**src/rtl/prog_loader_pkg.sv**
```systemverilog
`default_nettype none
// +----------------------------------------------------------------------------+
// | Module      : prog_loader_pkg                                              |
// | Description : Shared definitions for the program loader: FSM state         |
// |               encoding, default widths matching the processor core, and a  |
// |               helper that classifies the busy states.                      |
// | Ports       : none (package)                                               |
// | Revision    : 1.0 - initial release                                        |
// +----------------------------------------------------------------------------+
package prog_loader_pkg;

    // Loader FSM encoding (3-bit, explicit width)
    localparam logic [2:0] S_IDLE  = 3'd0;
    localparam logic [2:0] S_LOAD  = 3'd1;
    localparam logic [2:0] S_START = 3'd2;
    localparam logic [2:0] S_RUN   = 3'd3;
    localparam logic [2:0] S_DONE  = 3'd4;

    // Defaults kept in step with the pipelined core's instruction memory
    localparam int c_core_addr_width = 8;
    localparam int c_core_data_width = 16;

    // The loader is busy from the first load cycle until the core stops.
    function automatic logic state_is_busy(input logic [2:0] state);
        return (state == S_LOAD) || (state == S_START) || (state == S_RUN);
    endfunction

endpackage
`default_nettype wire

```
**src/rtl/prog_loader_cnt.sv**
```systemverilog
`default_nettype none
// +----------------------------------------------------------------------------+
// | Module      : prog_loader_cnt                                              |
// | Description : Saturating up-counter with synchronous clear, count enable   |
// |               and a terminal-count look-ahead flag. The count never        |
// |               exceeds TERMINAL (TERMINAL must be >= 1).                    |
// | Ports       : clk, rst (async active-low)                                  |
// |               i_clr      - clear count to zero (wins over i_en)            |
// |               i_en       - increment by one unless already at TERMINAL     |
// |               o_count    - current count                                   |
// |               o_pre_term - count is one below TERMINAL, so the next        |
// |                            enabled cycle reaches it                        |
// | Revision    : 1.0 - initial release                                        |
// +----------------------------------------------------------------------------+
module prog_loader_cnt #(
    parameter int               WIDTH    = 16,
    parameter logic [WIDTH-1:0] TERMINAL = '1
) (
    input  logic             clk,
    input  logic             rst,
    input  logic             i_clr,
    input  logic             i_en,
    output logic [WIDTH-1:0] o_count,
    output logic             o_pre_term
);

    localparam logic [WIDTH-1:0] c_pre_term = TERMINAL - WIDTH'(1);

    logic [WIDTH-1:0] r_count;

    always_ff @(posedge clk or negedge rst) begin
        if (!rst) begin
            r_count <= '0;
        end else if (i_clr) begin
            r_count <= '0;
        end else if (i_en && (r_count != TERMINAL)) begin
            r_count <= r_count + WIDTH'(1);
        end
    end

    assign o_count    = r_count;
    assign o_pre_term = (r_count == c_pre_term);

endmodule
`default_nettype wire

```
**src/rtl/prog_loader.sv**
```systemverilog
`default_nettype none
// +----------------------------------------------------------------------------+
// | Module      : prog_loader                                                  |
// | Description : Streams a program image from a valid/ready source into       |
// |               instruction memory, pulses the core's start input, then      |
// |               times the run until the core stops or the timeout expires.   |
// | Ports       : clk, rst (async active-low)                                  |
// |               load_req                 - begin a load (IDLE/DONE only)     |
// |               ld_valid/ld_ready/ld_data/ld_last - image word stream        |
// |               im_wr/im_w_addr/im_w_data - instruction-memory write port    |
// |               im_sel    - 1: loader owns memory, 0: core owns it           |
// |               start     - one-cycle start pulse to the core                |
// |               stop      - core halted                                      |
// |               busy/done/timeout/ovf - status                               |
// |               word_cnt  - words written by the last load                   |
// |               cycle_cnt - cycles from start pulse to stop                  |
// | Revision    : 1.0 - initial release                                        |
// +----------------------------------------------------------------------------+
module prog_loader
    import prog_loader_pkg::*;
#(
    parameter int          ADDR_WIDTH = c_core_addr_width,
    parameter int          DATA_WIDTH = c_core_data_width,
    parameter int          CNT_WIDTH  = 16,
    parameter int unsigned TIMEOUT    = 16'hFFFF
) (
    input  logic                  clk,
    input  logic                  rst,
    input  logic                  load_req,
    input  logic                  ld_valid,
    output logic                  ld_ready,
    input  logic [DATA_WIDTH-1:0] ld_data,
    input  logic                  ld_last,
    output logic                  im_wr,
    output logic [ADDR_WIDTH-1:0] im_w_addr,
    output logic [DATA_WIDTH-1:0] im_w_data,
    output logic                  im_sel,
    output logic                  start,
    input  logic                  stop,
    output logic                  busy,
    output logic                  done,
    output logic                  timeout,
    output logic                  ovf,
    output logic [ADDR_WIDTH:0]   word_cnt,
    output logic [CNT_WIDTH-1:0]  cycle_cnt
);

    localparam logic [ADDR_WIDTH-1:0] c_addr_max = '1;
    localparam logic [CNT_WIDTH-1:0]  c_timeout  = CNT_WIDTH'(TIMEOUT);

    logic [2:0]            r_state;
    logic [2:0]            w_state_nxt;
    logic [ADDR_WIDTH-1:0] r_addr;
    logic [ADDR_WIDTH:0]   r_word_cnt;
    logic                  r_ovf;
    logic                  r_timeout;

    logic                  w_hs;
    logic                  w_addr_max;
    logic                  w_clear;
    logic                  w_cnt_clr;
    logic                  w_cnt_en;
    logic                  w_cnt_pre_term;
    logic                  w_run_timeout;

    assign w_hs       = ld_valid && (r_state == S_LOAD);
    assign w_addr_max = (r_addr == c_addr_max);
    // The counter is one below TIMEOUT, so this cycle's increment reaches it;
    // a simultaneous stop takes priority and the run ends normally.
    assign w_run_timeout = (r_state == S_RUN) && w_cnt_pre_term && !stop;

    // ------------------------------------------------------------------------
    // Run-cycle counter: cleared before and at the start pulse, counts every
    // RUN cycle (including the cycle stop is seen), saturates at TIMEOUT.
    // ------------------------------------------------------------------------
    prog_loader_cnt #(
        .WIDTH    (CNT_WIDTH),
        .TERMINAL (c_timeout)
    ) u_run_cnt (
        .clk        (clk),
        .rst        (rst),
        .i_clr      (w_cnt_clr),
        .i_en       (w_cnt_en),
        .o_count    (cycle_cnt),
        .o_pre_term (w_cnt_pre_term)
    );

    // ------------------------------------------------------------------------
    // FSM state register
    // ------------------------------------------------------------------------
    always_ff @(posedge clk or negedge rst) begin
        if (!rst) begin
            r_state <= S_IDLE;
        end else begin
            r_state <= w_state_nxt;
        end
    end

    // ------------------------------------------------------------------------
    // FSM next-state and state-decoded outputs
    // ------------------------------------------------------------------------
    always_comb begin
        w_state_nxt = r_state;
        w_clear     = 1'b0;
        w_cnt_clr   = 1'b0;
        w_cnt_en    = 1'b0;
        ld_ready    = 1'b0;
        im_sel      = 1'b1;
        start       = 1'b0;
        busy        = state_is_busy(r_state);
        done        = 1'b0;

        case (r_state)
            S_IDLE: begin
                w_clear   = 1'b1;
                w_cnt_clr = 1'b1;
                if (load_req) begin
                    w_state_nxt = S_LOAD;
                end
            end
            S_LOAD: begin
                ld_ready = 1'b1;
                if (w_hs) begin
                    if (ld_last) begin
                        w_state_nxt = S_START;
                    end else if (w_addr_max) begin
                        // Image larger than memory: stop without starting the core
                        w_state_nxt = S_DONE;
                    end
                end
            end
            S_START: begin
                im_sel      = 1'b0;
                start       = 1'b1;
                w_cnt_clr   = 1'b1;
                w_state_nxt = S_RUN;
            end
            S_RUN: begin
                im_sel   = 1'b0;
                w_cnt_en = 1'b1;
                if (stop || w_cnt_pre_term) begin
                    w_state_nxt = S_DONE;
                end
            end
            S_DONE: begin
                done = 1'b1;
                // Re-load goes straight to LOAD while applying IDLE's clears
                if (load_req) begin
                    w_clear     = 1'b1;
                    w_cnt_clr   = 1'b1;
                    w_state_nxt = S_LOAD;
                end
            end
            default: begin
                w_state_nxt = S_IDLE;
            end
        endcase
    end

    // ------------------------------------------------------------------------
    // Write address, word count and sticky status flags
    // ------------------------------------------------------------------------
    always_ff @(posedge clk or negedge rst) begin
        if (!rst) begin
            r_addr     <= '0;
            r_word_cnt <= '0;
            r_ovf      <= 1'b0;
            r_timeout  <= 1'b0;
        end else if (w_clear) begin
            r_addr     <= '0;
            r_word_cnt <= '0;
            r_ovf      <= 1'b0;
            r_timeout  <= 1'b0;
        end else begin
            if (w_hs) begin
                r_word_cnt <= r_word_cnt + (ADDR_WIDTH + 1)'(1);
                // Hold at the top address rather than wrapping onto word 0
                if (!w_addr_max) begin
                    r_addr <= r_addr + ADDR_WIDTH'(1);
                end
                if (w_addr_max && !ld_last) begin
                    r_ovf <= 1'b1;
                end
            end
            if (w_run_timeout) begin
                r_timeout <= 1'b1;
            end
        end
    end

    // Write port is driven straight from the handshake; data is gated so the
    // bus stays quiet outside a write.
    assign im_wr     = w_hs;
    assign im_w_addr = r_addr;
    assign im_w_data = w_hs ? ld_data : '0;
    assign word_cnt  = r_word_cnt;
    assign ovf       = r_ovf;
    assign timeout   = r_timeout;

endmodule
`default_nettype wire

```
**config.mk**
```make
export PLATFORM = sky130hd
export DESIGN_NAME = prog_loader
export DESIGN_NICKNAME = d
export VERILOG_FILES = /design/src/rtl/prog_loader_pkg.sv /design/src/rtl/prog_loader_cnt.sv /design/src/rtl/prog_loader.sv
export SDC_FILE = /design/constraint.sdc
export NUM_CORES = 1
export LEC_CHECK = 0
export CAP_MARGIN = 10
export CORE_UTILIZATION = 41
export CTS_CLUSTER_DIAMETER = 40
export DETAILED_ROUTE_END_ITERATION = 16
export HOLD_SLACK_MARGIN = 0.08
export PLACE_DENSITY = 0.77
export SETUP_SLACK_MARGIN = 0.1
export SLEW_MARGIN = 20
export SYNTH_ARGS = -nofsm -noshare
export SYNTH_HDL_FRONTEND = slang
export SYNTH_SLANG_ARGS = --single-unit
```
**constraint.sdc**
```tcl
create_clock -name clk -period 1.75 [get_ports clk]
set_input_delay 0.2625 -clock clk [delete_from_list [all_inputs] [get_ports clk]]
set_output_delay 0.2625 -clock clk [all_outputs]
set_load 0.01 [all_outputs]
```
==> impl_results.md, run 1 <==
- Switching Share: 38.0%
- Final Setup Violations: 24
- # DRC: 0
- DRT antenna net count: 0
- Sequence of cells on the critical path: buf_6 -> nand4bb_4 -> inv_4 -> buf_6 -> buf_6 -> o211ai_1 -> buf_4 -> o211ai_1 -> o31ai_1
- Filler cell count: 330
- Setup Skew: 0.00995 ns
- Fmax: 545 MHz
- Wire length of the first global-routing pass: 11.4 mm
- Initial core utilization: 43.2%
- Syn_area_per_cell: 9.53 um^2
- Die Footprint: 5780 um^2
- Top post-synthesis cells by area: dfrtp_1 (42%), and2_1 (4.7%), xor2_1 (3.5%)
- Synth area leader: dfrtp_1
- Ant diodes: 0
- Place WS: -0.400 ns
- CTS sink cnt: 38
- Worst Path Arrival: 2.01 ns
- DPL Wire Length: 4.77 mm
- Cells after DPL: 402
- Maximum vdd drop: 529 uV
- Cell Pwr Density: 918 nW/um^2
- Share of the synthesized area in the top cell type: 42.3%
- EDFF count, synth: 0
- # IOs: 79
- Synth cell count leaders: dfrtp_1 (38), nand2_1 (18), and2_1 (17), nor2_1 (17), a21oi_1 (14)
- Final RePlAce weighted congestion: 0.836
- FF+latch count, synth: 38
- Final hold violation count: 0
- Pin count of the biggest net entering global routing: 17
- Cell count after synthesis: 236
- Max-cap violations: 0
- Failing checks: negative setup slack
- Clock share of power: 16.4%
- R2r endpoint: im_w_addr[5]$_DFFE_PN0P_
- Worst setup SP type: flip-flop
- Switching power: 0.00137 W
- RSZ-0062 raised after global routing: true
- Buf/Inv on CP: 5
- Nets: 390
- Library cells used by synthesis: 43
- Starting DRC count in detailed routing: 182
- Via count: 2,513
- Req. time, crit path: 1.92 ns
- Worst hold path class: in -> async
- CTS root buffer: clkbuf_8
- Number of buffers created by CTS: 5
- Die Y: 76.1 um
- Syn. warnings: 0
- Total Power: 0.00361 W
- Slew Limit Headroom: 68.1%
- Multi-input gate area: 1510 um^2
- Top_reg_cell synth: dfrtp_1
- Tot GR Track Use: 25.0%
- Die W: 76.1 um
- CP Class: reg -> reg
- Detailed-route wire length per cell: 18.6 um
- Count leader, synth: dfrtp_1
- H-Tree Depth: 2
- Num rows: 26
- Fin crit period: 1.83 ns
- FF-to-FF path depth: 9
- Clock buffer depth: 2
- Flop2flop setup slack: -0.08 ns
- Number of buffers added on ports: 78
- Slowest-stage cell, CP: dfrtp_1
- Most Frequent Cell on Critical Path: buf_6
- Crit path depth: 9
- Cell Int Power: 0.00224 W
- Endpoint class of the critical path: flip-flop
- Fin Hold WS: 0.412 ns
- Clk_lat worst skew: 0.30 ns
- 1st-pass router iterations: 4
- Worst-Margin Slew: 0.475 ns
- Core area: 5200 um^2
- Combinational Power Share: 54.7%
- Sequential Power Share: 28.9%
- Register Area: 965 um^2
- Period utilization: 105%
- Fraction of registers with async set or reset after synthesis: 100%
- Initial antenna violation count: 0
- TritonCTS clock tree: done
- Final worst slack: -0.0837 ns
- Routed WL: 8.08 mm
- Worst path max stage delay: 0.41 ns
- Crit path max fanout: 4
- GRT overflow: 0
- Syn nets: 262
- Final Max Tran Viols: 0
- Critical R2R Launch: r_state[2]$_DFFE_PN0P_
- Via density: 5.78
- Register area share after synthesis: 42.3%
- Status: finished with violations
- CP endpoint: im_w_addr[5]$_DFFE_PN0P_
- Post-Syn Area: 2250 um^2
- Area growth, synth to finish: 74.8%
- Vias in the first global route: 2,337
- Crit path max-delay family: buffers and inverters
- Crit path from: r_state[2]$_DFFE_PN0P_
- Layout Utilization: 75.5%
- Share of post-route cells with drive strength above 1: 41.6%
- Clk pin slew, worst setup/hold paths: 0.08 ns
- P_leak: 1.66 nW
- Non-Filler Instances: 435
==> sequential cells by signal (all words and copies together) (netlist names) <==
| register | cells |
|---|---|
| im_w_addr | 8 |
| word_cnt | 9 |
| timeout | 1 |
| ovf | 1 |
| r_state | 3 |
| u_run_cnt.o_count | 16 |
==> cell type report <==
type                       instances  area share (%)
clock buffer                       6            1.85
timing repair buffer             128            31.5
clock inverter                     2           0.255
timing repair inverter             2           0.382
sequential                        38            24.5
inverter                           7           0.859
multi-input combinational        182            38.4
tap                               70            2.23
==> how the worst min path moves through the flow <==
stage | end | slack, ns | cells after the start
CTS | timeout$_DFFE_PN0P_ | 0.42 | 2
floorplan | im_w_addr[0]$_DFFE_PN0P_ | -0.03 | 0
global route | timeout$_DFFE_PN0P_ | 0.44 | 2
finish | timeout$_DFFE_PN0P_ | 0.41 | 2
global placement | u_run_cnt.o_count[14]$_DFFE_PN0P_ | 0.20 | 1
detailed placement | u_run_cnt.o_count[14]$_DFFE_PN0P_ | 0.20 | 1
==> metrics by stage <==
stage	TNS (ns)	cell area, um^2
after floorplan	0	2270
after global placement	-6.03	3280
after detailed placement	-8.29	3280
after CTS	-0.540	3610
after global routing	-2.64	3930
final	-1.15	3930
==> repair_timing <==
item / in CTS / in global routing
resized for setup: 134 / 66
cloned: 2 / 0
endpoints found under the hold margin: 14 / 0
setup endpoints to repair: 33 / 53
buffers inserted: 20 / 7
pin swaps: 38 / 24
hold buffers: 1 / 0
==> cell usage in the layout (no fill, tap or decap), types with 3 or more instances in the layout <==
cell type,synthesis,routed
nor3_1,5,4
buf_6,4,32
or4_1,7,5
nand3_1,12,8
xor2_1,9,7
buf_2,0,5
a21oi_2,0,5
and2_4,0,15
buf_4,1,30
nor2_1,17,16
nand2b_1,4,3
nand2_1,18,15
dfrtp_1,38,27
nand4_1,10,10
and4_1,4,4
o211ai_1,7,7
o21ai_1,0,3
clkbuf_8,0,5
o31ai_1,9,7
a21oi_1,14,9
dfrtp_2,0,11
and3_1,6,4
mux2i_1,4,4
nand3_4,0,3
ha_1,4,3
clkdlybuf4s50_1,0,54
inv_1,6,6
==> kinds of logic (layout without fill, tap and decap cells) <==
group / count (synthesis) / count (layout) / share of synthesized area (%)
buffers and inverters: 16 / 145 / 4.17
AO/OA/AOI/OAI: 49 / 49 / 14.6
multiplexers: 5 / 5 / 2.28
AND/OR/NAND/NOR: 114 / 114 / 30.5
flip-flops: 38 / 38 / 42.3
XOR/XNOR: 10 / 10 / 3.90
adder cells (fa/ha/maj): 4 / 4 / 2.23
==> power by group through the flow <==
stage	clock, W	sequential [W]	combinational, W
2_1_floorplan	0	0.00107	0.000695
3_3_place_gp	0	0.00107	0.00139
3_5_place_dp	0	0.00107	0.00142
4_1_cts	0.000601	0.00103	0.00169
5_1_grt	0.000646	0.00105	0.00211
6_report	0.000593	0.00104	0.00197
==> layer usage <==
layer,global-route usage (%),routed length (um),up-vias
li1,-,-,1139
met1,31.5,3180,1265
met2,44.0,4360,93
met3,4.55,403,16
met4,6.73,133,0
met5,0,0,-
(Power assumes the default switching activity.)
==> run 2, diff against run 1 <==
Settings changed: CORE_UTILIZATION 41 to 45, PLACE_DENSITY 0.77 to 0.8.
Clock period 1.75 ns to 2.1 ns, I/O delays scaled along.
==> impl_results.md, run 2 (synthesized netlist as in run 1, its figures left out) <==
- Buf/Inv on CP: 0
- Max-cap violations: 0
- Endpoint class of the critical path: flip-flop
- Share of post-route cells with drive strength above 1: 10.2%
- Clk pin slew, worst setup/hold paths: 0.08 ns
- Multi-input gate area: 1210 um^2
- Period utilization: 92.3%
- Post-CTS Hold Buffers: 0
- Via count: 2,193
- CP Class: reg -> reg
- Clock buffer depth: 2
- Number of buffers added on ports: 78
- # IOs: 79
- Filler cell count: 404
- Crit path max-delay family: simple AND/OR/NAND/NOR gates
- Starting DRC count in detailed routing: 207
- Req. time, crit path: 2.33 ns
- Register Area: 953 um^2
- Number of buffers created by CTS: 5
- CTS root buffer: clkbuf_8
- Ant diodes: 0
- Die Y: 72.7 um
- Detailed-route wire length per cell: 15.3 um
- Routed WL: 6.00 mm
- Final worst slack: 0.161 ns
- P_leak: 1.44 nW
- Final RePlAce weighted congestion: 0.836
- DPL Wire Length: 4.33 mm
- Status: finished clean
- Place WS: -0.148 ns
- Slowest-stage cell, CP: or4_1
- Worst Path Arrival: 2.16 ns
- TritonCTS clock tree: done
- Via density: 5.59
- Num rows: 25
- GRT overflow: 0
- Fin crit period: 1.94 ns
- Commonest cells after routing, fill and taps aside: clkdlybuf4s50_1 (56), dfrtp_1 (36), dlygate4sd2_1 (20), nand2_1 (18), and2_1 (17)
- RSZ-0062 raised after global routing: false
- Sequence of cells on the critical path: ha_1 -> and3_1 -> nand3_2 -> or4_1 -> a21oi_1
- Vias in the first global route: 2,000
- Core area: 4750 um^2
- Area growth, synth to finish: 43.1%
- Final Max Tran Viols: 0
- Slew Limit Headroom: 51.7%
- Dpl cell area: 3130 um^2
- DRT antenna net count: 0
- Tot GR Track Use: 23.7%
- Initial core utilization: 47.3%
- Final hold violation count: 0
- Cell Pwr Density: 763 nW/um^2
- Setup Skew: 0.00565 ns
- Clk_lat worst skew: 0.29 ns
- Wire length of the first global-routing pass: 9.57 mm
- Crit path max fanout: 7
- Pin count of the biggest net entering global routing: 39
- Maximum vdd drop: 351 uV
- Initial antenna violation count: 0
- # DRC: 0
- H-Tree Depth: 2
- Die Footprint: 5280 um^2
- Worst hold path class: in -> async
- Die W: 72.7 um
- Worst-Margin Slew: 0.717 ns
- Non-Filler Instances: 392
- Final Setup Violations: 0
- Finished Cell Area: 3220 um^2
- Cells after DPL: 383
- Post CTS Setup Buffer Count: 0
- Nets: 350
- 1st-pass router iterations: 4
- CTS sink cnt: 38
- Most common cell after layout, fill and taps aside: clkdlybuf4s50_1
- Worst setup SP type: flip-flop
- Worst path max stage delay: 0.54 ns
- Fmax: 516 MHz
- Max FFs per register: 16
==> run 2: cell types whose count changed in the layout (fill, tap and decap cells not counted), sizes merged <==
cell and change:
buf -59, clkdlybuf4s50 +2, clkinv -1, dlygate4sd2 +18
dlygate4sd3 -1, dlymetal6s2s +2, inv -1
==> run 2: path summary, 6_finish.rpt <==
check	from	end	slack (ns)	cells past startpoint
max	u_run_cnt.o_count[1]$_DFFE_PN0P_	u_run_cnt.o_count[10]$_DFFE_PN0P_	0.16	5
max in group asynchronous	rst	r_state[0]$_DFFE_PN0P_	1.28	2
max reg2reg	u_run_cnt.o_count[1]$_DFFE_PN0P_	u_run_cnt.o_count[10]$_DFFE_PN0P_	0.16	5
min in group clk	timeout$_DFFE_PN0P_	timeout$_DFFE_PN0P_	0.51	1
min	rst	word_cnt[5]$_DFFE_PN0P_	0.44	2
min reg2reg	timeout$_DFFE_PN0P_	timeout$_DFFE_PN0P_	0.51	1
==> run 2: what timing repair did <==
action	4_1_cts	5_1_grt
resized for setup	26	4
pin swaps	1	0
gates cloned	1	0
endpoints found under the setup margin	20	5
==> run 2: power by group <==
group	total (W)	leakage (nW)	switching (W)	internal, W
logic	0.00104	0.871	0.000568	0.000477
clock network	0.000526	0.0482	0.000261	0.000265
registers	0.000884	0.522	0.0000869	0.000797
==> run 2: layout make-up <==
| class | count | share of cell area [%] |
|---|---|---|
| Timing Repair Buffer | 89 | 26.2 |
| Inverter | 7 | 0.972 |
| Sequential cell | 38 | 29.6 |
| Clock buffer | 7 | 2.68 |
| Clock inverter | 1 | 0.156 |
| Multi-Input combinational cell | 182 | 37.5 |
| Tap cell | 67 | 2.61 |
| Timing Repair inverter | 1 | 0.194 |
==> run 2: per-layer routing <==
metal | vias up | track usage [%] | share of wire [%]
met5 | - | 0 | 0
met3 | 10 | 3.87 | 5.1
li1 | 1054 | - | -
met2 | 83 | 38.2 | 48
met4 | 0 | 8.50 | 1.7
met1 | 1046 | 32.2 | 45
==> run 2: per-stage QoR <==
stage	TNS (ns)	hold slack, ns	util, %	total power [W]
after floorplan	0	0.0194	-	0.00145
after global placement	-1.01	0.485	65.8	0.00194
after detailed placement	-2.23	0.501	65.8	0.00196
after CTS	0	0.463	67.5	0.00247
after global routing	0	0.496	67.7	0.00260
final	0	0.445	67.7	0.00245
